==> src/rtl/fetch_pkg.sv <==
// fetch_pkg: constants shared by the fetch byte queue and decode_top.
//   LINE_BYTES/LINE_W     : one aligned instruction line (16 bytes).
//   WINDOW_BYTES/WINDOW_W : the byte window presented to the decoder (32 bytes).
//   CNT_W                 : width of byte counts on the fetch interface (0..32).
//   OFFS_W                : width of a byte index inside one line.
package fetch_pkg;
    localparam int LINE_BYTES   = 16;
    localparam int WINDOW_BYTES = 32;
    localparam int LINE_W       = LINE_BYTES * 8;
    localparam int WINDOW_W     = WINDOW_BYTES * 8;
    localparam int CNT_W        = 6;
    localparam int OFFS_W       = 4;
endpackage

==> src/rtl/fetch_byte_queue_if.sv <==
// Handshake bundles around the fetch byte queue.
//   line_if  : instruction-memory side. master = line source, slave = queue.
//              l_valid/l_ready handshake, l_data line bytes, l_branch_taken flag.
//   fetch_if : decoder side. master = queue, slave = decode_top.
//              f_valid/f_ready handshake, f_bytes_read consumed count,
//              f_valid_bytes/f_instruction window, f_pc, f_branch_taken.
interface line_if #(parameter int IDATAW = 128);
    logic              l_valid;
    logic              l_ready;
    logic [IDATAW-1:0] l_data;
    logic              l_branch_taken;

    modport master (output l_valid, l_data, l_branch_taken, input l_ready);
    modport slave  (input l_valid, l_data, l_branch_taken, output l_ready);
endinterface

interface fetch_if
    import fetch_pkg::*;
#(parameter int IADDRW = 32);
    logic                f_valid;
    logic                f_ready;
    logic [CNT_W-1:0]    f_bytes_read;
    logic [CNT_W-1:0]    f_valid_bytes;
    logic [WINDOW_W-1:0] f_instruction;
    logic [IADDRW-1:0]   f_pc;
    logic                f_branch_taken;

    modport master (output f_valid, f_valid_bytes, f_instruction, f_pc, f_branch_taken,
                    input  f_ready, f_bytes_read);
    modport slave  (input  f_valid, f_valid_bytes, f_instruction, f_pc, f_branch_taken,
                    output f_ready, f_bytes_read);
endinterface

==> src/rtl/fetch_byte_queue_window_align.sv <==
// fetch_window_align: combinational window builder.
//   line0..line2 : head line and the two following lines (already zeroed if absent)
//   offset       : byte index of the window start inside line0
//   win_bytes    : number of valid window bytes (0..32)
//   window       : 32-byte window, bytes at or beyond win_bytes forced to zero
module fetch_window_align
    import fetch_pkg::*;
(
    input  logic [LINE_W-1:0]   line0,
    input  logic [LINE_W-1:0]   line1,
    input  logic [LINE_W-1:0]   line2,
    input  logic [OFFS_W-1:0]   offset,
    input  logic [CNT_W-1:0]    win_bytes,
    output logic [WINDOW_W-1:0] window
);
    logic [3*LINE_W-1:0] cat;
    logic [WINDOW_W-1:0] shifted;

    always_comb begin
        cat     = {line2, line1, line0};
        shifted = WINDOW_W'(cat >> {offset, 3'b000});
        window  = '0;
        for (int i = 0; i < WINDOW_BYTES; i++) begin
            if (i < int'(win_bytes)) window[8*i +: 8] = shifted[8*i +: 8];
        end
    end
endmodule

==> src/rtl/fetch_byte_queue.sv <==
// fetch_byte_queue: buffers aligned 16-byte lines and presents a byte-aligned
// window of up to 32 bytes starting at the current PC to the decoder.
//   clk, reset          : clock and asynchronous active-high reset
//   flush, redirect_pc  : drop all buffered bytes and restart at redirect_pc
//   line  (line_if)     : incoming lines from instruction memory
//   fetch (fetch_if)    : window, PC and consume handshake towards decode_top
module fetch_byte_queue
    import fetch_pkg::*;
#(
    parameter int                IDATAW   = 128,
    parameter int                IADDRW   = 32,
    parameter int                DEPTH    = 4,
    parameter logic [IADDRW-1:0] RESET_PC = '0
)(
    input  logic              clk,
    input  logic              reset,
    input  logic              flush,
    input  logic [IADDRW-1:0] redirect_pc,
    line_if.slave             line,
    fetch_if.master           fetch
);
    localparam int PTR_W  = (DEPTH > 1) ? $clog2(DEPTH) : 1;
    localparam int CNT_LW = $clog2(DEPTH + 1);

    logic [IDATAW-1:0] ram [DEPTH];
    logic              bt  [DEPTH];
    logic [PTR_W-1:0]  head, tail;
    logic [CNT_LW-1:0] count;
    logic [OFFS_W-1:0] offset;
    logic [IADDRW-1:0] pc;

    logic [IDATAW-1:0] lines [3];
    int                avail;
    logic [CNT_W-1:0]  win_bytes;
    logic              l_ready_i, push, handshake, legal, consume;
    logic [CNT_W-1:0]  sum;
    logic [CNT_LW-1:0] pops;

    function automatic logic [PTR_W-1:0] ptr_add(input logic [PTR_W-1:0] p, input int n);
        return PTR_W'((int'(p) + n) % DEPTH);
    endfunction

    always_comb begin
        for (int k = 0; k < 3; k++) begin
            lines[k] = (k < int'(count)) ? ram[ptr_add(head, k)] : '0;
        end
        // offset may be non-zero with an empty queue right after a flush
        avail     = (count == '0) ? 0 : LINE_BYTES * int'(count) - int'(offset);
        win_bytes = (avail > WINDOW_BYTES) ? CNT_W'(WINDOW_BYTES) : CNT_W'(avail);
    end

    assign l_ready_i = !reset && !flush && (int'(count) < DEPTH);
    assign push      = line.l_valid && l_ready_i;
    assign handshake = fetch.f_valid && fetch.f_ready;
    assign legal     = (fetch.f_bytes_read != '0) && (fetch.f_bytes_read <= win_bytes);
    assign consume   = handshake && legal;

    // bytes_read <= avail bounds sum>>4 by count; the clamp only guards illegal input
    always_comb begin
        sum  = CNT_W'(offset) + fetch.f_bytes_read;
        pops = (CNT_LW'(sum[5:4]) > count) ? count : CNT_LW'(sum[5:4]);
        if (!consume) pops = '0;
    end

    always_ff @(posedge clk) begin
        if (push) begin
            ram[tail] <= line.l_data;
            bt[tail]  <= line.l_branch_taken;
        end
    end

    always_ff @(posedge clk or posedge reset) begin
        if (reset) begin
            count  <= '0;
            head   <= '0;
            tail   <= '0;
            offset <= '0;
            pc     <= RESET_PC;
        end else if (flush) begin
            count  <= '0;
            head   <= '0;
            tail   <= '0;
            offset <= redirect_pc[OFFS_W-1:0];
            pc     <= redirect_pc;
        end else begin
            if (handshake) assert (legal);
            if (push) tail <= ptr_add(tail, 1);
            if (consume) begin
                head   <= ptr_add(head, int'(pops));
                offset <= sum[OFFS_W-1:0];
                pc     <= pc + IADDRW'(fetch.f_bytes_read);
            end
            count <= count + CNT_LW'(push) - pops;
        end
    end

    fetch_window_align u_align (
        .line0     (lines[0]),
        .line1     (lines[1]),
        .line2     (lines[2]),
        .offset    (offset),
        .win_bytes (win_bytes),
        .window    (fetch.f_instruction)
    );

    assign line.l_ready         = l_ready_i;
    assign fetch.f_valid        = (avail != 0);
    assign fetch.f_valid_bytes  = win_bytes;
    assign fetch.f_pc           = pc;
    assign fetch.f_branch_taken = (count != '0) && bt[head];
endmodule

==> src/flat_wrapper.sv <==
// flat-port wrapper written by rule: the top's interface ports become plain ports
module fetch_byte_queue_flat import fetch_pkg::*;
#(
    parameter int                IDATAW   = 128,
    parameter int                IADDRW   = 32,
    parameter int                DEPTH    = 4,
    parameter logic [IADDRW-1:0] RESET_PC = '0
)
  (clk, reset, flush, redirect_pc, line_l_valid, line_l_data, line_l_branch_taken, line_l_ready, fetch_f_valid, fetch_f_valid_bytes, fetch_f_instruction, fetch_f_pc, fetch_f_branch_taken, fetch_f_ready, fetch_f_bytes_read);
  line_if #(.IDATAW(IDATAW)) line_i ();
  fetch_if #(.IADDRW(IADDRW)) fetch_i ();
  input  logic clk;
  input  logic reset;
  input  logic flush;
  input  logic [IADDRW-1:0] redirect_pc;
  input wire logic [$bits(line_i.l_valid)-1:0] line_l_valid;
  input wire logic [$bits(line_i.l_data)-1:0] line_l_data;
  input wire logic [$bits(line_i.l_branch_taken)-1:0] line_l_branch_taken;
  output wire logic [$bits(line_i.l_ready)-1:0] line_l_ready;
  output wire logic [$bits(fetch_i.f_valid)-1:0] fetch_f_valid;
  output wire logic [$bits(fetch_i.f_valid_bytes)-1:0] fetch_f_valid_bytes;
  output wire logic [$bits(fetch_i.f_instruction)-1:0] fetch_f_instruction;
  output wire logic [$bits(fetch_i.f_pc)-1:0] fetch_f_pc;
  output wire logic [$bits(fetch_i.f_branch_taken)-1:0] fetch_f_branch_taken;
  input wire logic [$bits(fetch_i.f_ready)-1:0] fetch_f_ready;
  input wire logic [$bits(fetch_i.f_bytes_read)-1:0] fetch_f_bytes_read;
  assign line_i.l_valid = line_l_valid;
  assign line_i.l_data = line_l_data;
  assign line_i.l_branch_taken = line_l_branch_taken;
  assign line_l_ready = line_i.l_ready;
  assign fetch_f_valid = fetch_i.f_valid;
  assign fetch_f_valid_bytes = fetch_i.f_valid_bytes;
  assign fetch_f_instruction = fetch_i.f_instruction;
  assign fetch_f_pc = fetch_i.f_pc;
  assign fetch_f_branch_taken = fetch_i.f_branch_taken;
  assign fetch_i.f_ready = fetch_f_ready;
  assign fetch_i.f_bytes_read = fetch_f_bytes_read;
  fetch_byte_queue #(.IDATAW(IDATAW), .IADDRW(IADDRW), .DEPTH(DEPTH), .RESET_PC(RESET_PC)) u_core (.clk(clk), .reset(reset), .flush(flush), .redirect_pc(redirect_pc), .line(line_i), .fetch(fetch_i));
endmodule
==> config.mk <==
export PLATFORM = sky130hd
export DESIGN_NAME = fetch_byte_queue_flat
export DESIGN_NICKNAME = d
export VERILOG_FILES = /design/src/rtl/fetch_pkg.sv /design/src/rtl/fetch_byte_queue_if.sv /design/src/rtl/fetch_byte_queue_window_align.sv /design/src/rtl/fetch_byte_queue.sv /design/src/flat_wrapper.sv
export SDC_FILE = /design/constraint.sdc
export NUM_CORES = 2
export LEC_CHECK = 0
export ABC_AREA = 1
export BUFFER_PORTS_ARGS = -buffer_cell sky130_fd_sc_hd__buf_4
export CORE_AREA = 2 2 271 273
export CTS_CLUSTER_SIZE = 20
export DETAILED_ROUTE_END_ITERATION = 8
export DIE_AREA = 0 0 273 275
export PLACE_DENSITY_LB_ADDON = 0.05
export SYNTH_ARGS = -nofsm -noshare
export SYNTH_HDL_FRONTEND = slang
export SYNTH_SLANG_ARGS = --single-unit
==> constraint.sdc <==
create_clock -name clk -period 16.71 [get_ports clk]
set_clock_uncertainty 0.2 [all_clocks]
set_input_delay 0 -clock clk [delete_from_list [all_inputs] [get_ports clk]]
set_output_delay 0 -clock clk [all_outputs]
set_load 0.02 [all_outputs]
==> key figures, run 1 <==
Placed design
  • Count of placed standard cells including taps: 7959
  • Port bufs: ~470
  • Placement Cell Area: about 49000 sq um
  • Final HPWL from detailed placement: 176.2 mm
  • Final weighted congestion in routability-driven placement: ~1.3

Clock tree
  • Deepest level of the CTS H-tree: 2
  • Clock buffer count from CTS: 58
  • Number of buffers inserted to repair setup after CTS: 0
  • Clk Tree Root Cell: clkbuf_16
  • Post-cts resize count: 0
  • Clock buffer depth: 3
  • Clock sink count: 559

Synthesis
  • Fraction of synthesized area in multiplexers: 0
  • Library cell with the highest instance count after synthesis: nand3_1
  • Top flip-flop cell by instance count after synthesis: edfxtp_1
  • Sequential area share after synthesis: 0.3574
  • Average cell area after synthesis: 6.595 sq um
  • Adder-cell area share of the yosys netlist: 0.008581
  • Synthesized-area fraction occupied by xor and xnor cells: 0.002645
  • Post-synth top area cell: edfxtp_1
  • Compound-cell area share of the yosys netlist: 0.03133
  • Post-synthesis share of cell area spent on and, or, nand and nor gates: 0.5370
  • Warning count from the yosys run: 0
  • Post-synth EDFFs: 516
  • Main combinational cell family by area after synthesis: simple AND/OR/NAND/NOR gates
  • Post-synth top cells: 2509 x nand3_1, 2217 x nand2_1, 516 x edfxtp_1, 358 x nand4_1, 341 x nor2_1
  • Net count after synthesis: 7233
  • Async S/R FF share, synth: 0.07692
  • Share of the synthesized area in the top cell type: 0.3342
  • Number of distinct library cell variants in the gate-level netlist after synthesis: 48
  • Number of register bits inferred by synthesis: 559
  • Top post-synthesis cells by area: edfxtp_1 33%, nand3_1 27%, nand2_1 18%
  • Post-synth design cell area: 46370 sq um
  • Post-synthesis cell count: between 7000 and 8000

Global route
  • Overall overflow remaining after global route: 115
  • Pin count of the biggest net entering global routing: around 170
  • Global-route wire length before repair: 437.8 mm
  • Vias in the first global route: 63930
  • Total Routing Usage GR: 0.7918

Run status
  • Result of the run: did not finish
  • Last stage the flow got to: 5_1_grt
  • First reported error: [ERROR GRT-0116] Global routing finished with congestion. Check the congestion regions in the DRC Viewer.

Floorplan
  • Floorplan die width: 273 um
  • Die Y: 275 um
  • Number of I/O pins: about 470
  • Initial cell density of the core: 0.6410
  • Number of core rows: 99
## through the flow
| stage | util | hold WS, ns | setup slack (ns) |
|---|---|---|---|
| 2_1_floorplan | - | -0.1131 | 9.172 |
| 3_3_place_gp | 0.6827 | -0.002086 | 11.30 |
| 3_5_place_dp | 0.6827 | 0.002070 | 11.34 |
| 4_1_cts | 0.7591 | 0.0007787 | 10.29 |
## per-layer routing
| layer | global-route usage | GRT overflow |
|---|---|---|
| met5 | 0.2732 | 0 |
| met4 | 0.8003 | 43 |
| met3 | 0.6402 | 1 |
| met2 | 0.9459 | 70 |
| met1 | 0.8030 | 1 |
## cell families after synthesis
kind of cell / count (synthesis)
and+or+nand+nor: 5491
buffers and inverters: 708
xor gates and xnor gates: 14
AOI/OAI and AO/OA: 229
adders and majority gates: 30
DFF: 559
## what timing repair did
action	4_1_cts
endpoints found under the hold margin	600
hold buffers	362
endpoints found under the setup margin	0
==> run 2, diff against run 1 <==
--- a/config.mk
+++ b/config.mk
@@ -7,11 +7,10 @@
 export LEC_CHECK = 0
 export ABC_AREA = 1
 export BUFFER_PORTS_ARGS = -buffer_cell sky130_fd_sc_hd__buf_4
-export CORE_AREA = 2 2 271 273
-export CTS_CLUSTER_SIZE = 20
+export CORE_AREA = 2 2 344 346
 export DETAILED_ROUTE_END_ITERATION = 8
-export DIE_AREA = 0 0 273 275
-export PLACE_DENSITY_LB_ADDON = 0.05
+export DIE_AREA = 0 0 346 348
+export PLACE_DENSITY_LB_ADDON = 0.15
 export SYNTH_ARGS = -nofsm -noshare
 export SYNTH_HDL_FRONTEND = slang
 export SYNTH_SLANG_ARGS = --single-unit
==> run 2 against run 1 <==
The flow now finishes without violations. Synthesized area did not move. Synthesized cell count did not move.
==> key figures, run 2 <==
Run status
  • Result of the run: complete, no violations

Critical path
  • CP arrival: 6.63 ns
  • Cell with the largest stage delay on the worst path: nor2_1
  • Kind of cell adding the most delay to the critical path: buffers and inverters
  • Most Frequent Cell on Critical Path: buf_4
  • Worst R2R Path Depth: 23
  • Data required time at the worst endpoint: 16.51 ns
  • Reg-to-reg critical path endpoint: u_core.fetch.f_pc[22]
  • Cell depth of the worst setup path: 11
  • Reg2Reg Launch Point: u_core.offset[0]
  • CP startpoint: u_core.offset[0]
  • Register-to-register path setup slack: 10.74 ns
  • End point of the critical path: fetch_f_instruction[185]
  • Buffer and inverter count on the worst path: 5
  • Crit path kind: reg2out
  • Crit-path cells: inv_8 -> buf_4 -> buf_4 -> buf_4 -> nand4_1 -> nand3_1 -> nand3_1 -> nand2_1 -> nor2_1 -> nor2_1 -> buf_4
  • Critical Path Max Stage Delay: 0.95 ns
  • Kind of start point of the critical path: register
  • Type of element capturing the critical path: output port
  • Maximum fanout encountered on the critical timing path: between 70 and 80

Clock tree
  • Clk Tree Root Cell: clkbuf_16
  • Clock sink count: around 560
  • Clock insertion delay at the later pin of the skew report: 0.69 ns
  • TritonCTS clock tree: built
  • Clock buffer count from CTS: 69
  • Clock buffer depth: 3
  • Number of buffers inserted to repair setup after CTS: 0
  • Clock-pin slew reported for the worst setup and hold paths after clock tree synthesis: roughly 0.060 ns
  • Deepest level of the CTS H-tree: 3

Drt
  • Final ANT Viol Nets: 0
  • Vias: 59450
  • Drt wl/cell: 34.34 um
  • DRC violation total after the first TritonRoute iteration: 10200
  • Number of remaining DRC errors: 0
  • Detailed Routing Iterations Pass 1: 9
  • Via density: 6.553
  • Wire length after detailed routing: 311.5 mm

Synthesis
  • Post-synth top area cell: edfxtp_1
  • Async S/R FF share, synth: 0.07692
  • Net count after synthesis: 7233
  • Post-synth design cell area: 46370 sq um
  • Sequential area share after synthesis: 0.3574
  • Average cell area after synthesis: 6.595 sq um
  • Post-synth EDFFs: ~520
  • Post-synthesis cell count: approximately 7000
  • Warning count from the yosys run: 0
  • Top post-synthesis cells by area: edfxtp_1 33%, nand3_1 27%, nand2_1 18%
  • Share of the synthesized area in the top cell type: 0.3342
  • Post-synth top cells: 2509 x nand3_1, 2217 x nand2_1, 516 x edfxtp_1, 358 x nand4_1, 341 x nor2_1
  • Top flip-flop cell by instance count after synthesis: edfxtp_1
  • Number of register bits inferred by synthesis: 559
  • Number of distinct library cell variants in the gate-level netlist after synthesis: 48
  • Library cell with the highest instance count after synthesis: nand3_1

Global route
  • Total Routing Usage GR: 0.4993
  • Global-route wire length before repair: 423.5 mm
  • Overall overflow remaining after global route: 0
  • Antenna violations before repair: 35
  • Vias in the first global route: 54160
  • Pin count of the biggest net entering global routing: 181

Finish
  • Core utilization of the finished layout: 0.4820
  • Area delta synth->final: 21.59%
  • Commonest non-fill, non-tap cells in the layout: 2509 x nand3_1, 2216 x nand2_1, 548 x buf_4
  • Fraction of final layout cells sized beyond drive strength 1: 0.09859
  • Nets@finish: 7663
  • Number of flip-flops under the largest register name: 512
  • Largest register by flop count: u_core.ram
  • Final-layout fill cell count: 11700
  • Most common cell after layout, fill and taps aside: nand3_1

STA
  • RSZ-0062 raised after global routing: no
  • Setup TNS: 0 ns
  • Worst-margin pin slew: 1.429 ns
  • Worst slew margin relative to its limit: 0.03698
  • Maximum clock frequency: 146.5 MHz
  • Clock period minus worst slack: 6.827 ns
  • Final setup fails: 0
  • Final slew viol count: 0
  • Hold violation count in the final report: 0
  • Final Cycle Share: 0.4086

Floorplan
  • Number of I/O pins: 469
  • Die Footprint: 120400 sq um
  • Core Area: about 120000 sq um
  • Initial cell density of the core: 0.3964
  • Die Y: 348 um
  • Floorplan die width: roughly 350 um
  • Number of core rows: 126

Flow run
  • # Max-Cap Violations: 0

Placed design
  • Final HPWL from detailed placement: 229.3 mm
  • Port bufs: around 470
  • Final weighted congestion in routability-driven placement: between 1 and 1.5

Hold path
  • Classification of the worst-slack hold path: in2reg
run 2: cell counts after synthesis:
Identical to the previous run, type by type.
run 2: layout make-up:
class	count	area, sq um	area share
antenna	20	50.05	0.0008877
clock inverter	41	538.0	0.009543
tap	1536	1922	0.03409
timing repair buffer	920	7898	0.1401
sequential	559	16590	0.2943
clock buffer	85	1808	0.03207
multi-input combinational	5764	26960	0.4781
inverter	147	613.1	0.01087
run 2: cell families after synthesis:
| logic type | synth area share |
|---|---|
| xor gates and xnor gates | 0.002645 |
| buffers and inverters | 0.06309 |
| AOI/OAI and AO/OA | 0.03133 |
| DFF | 0.3574 |
| and+or+nand+nor | 0.5370 |
| adders and majority gates | 0.008581 |
run 2: layer usage:
metal,GRT usage,up-vias,wire length [um],share of wire
li1,-,25590,-,-
met1,0.5791,28110,108600,0.35
met2,0.7307,4565,129500,0.42
met3,0.1612,1164,38370,0.12
met4,0.4633,26,34890,0.11
met5,0,-,178,0.00057
run 2: timing repair:
action | CTS | global route
endpoints found under the hold margin | 601 | 0
hold buffers | 366 | 0
resized for setup | 0 | 0
run 2: worst min-delay path by stage:
stage          slack (ns)                  to              from  cells after the start
6_report            0.006   u_core.ram[3][21]   line_l_data[21]                      2
5_1_grt             0.004   u_core.ram[3][21]   line_l_data[21]                      2
4_1_cts            0.0005   u_core.ram[3][21]   line_l_data[21]                      2
3_5_place_dp        0.002  u_core.ram[1][123]  line_l_data[123]                      1
3_3_place_gp      0.00004    u_core.ram[2][2]    line_l_data[2]                      1
2_1_floorplan       -0.11        line_l_ready             reset                      1
run 2: stage by stage:
stage,instances,cell area [sq um],worst slack (ns),hold WS [ns]
3_3_place_gp,8560,50320,11.15,0.00003684
5_1_grt,9054,56330,10.01,0.004105
4_1_cts,9052,56330,10.43,0.0004952
3_5_place_dp,8560,50320,11.17,0.002147
6_report,9072,56380,9.883,0.006097
2_1_floorplan,7031,46370,9.172,-0.1131
Power of run 2 is not shown: default switching activity piles up to over one toggle a cycle in this logic, so the estimate is an artifact.
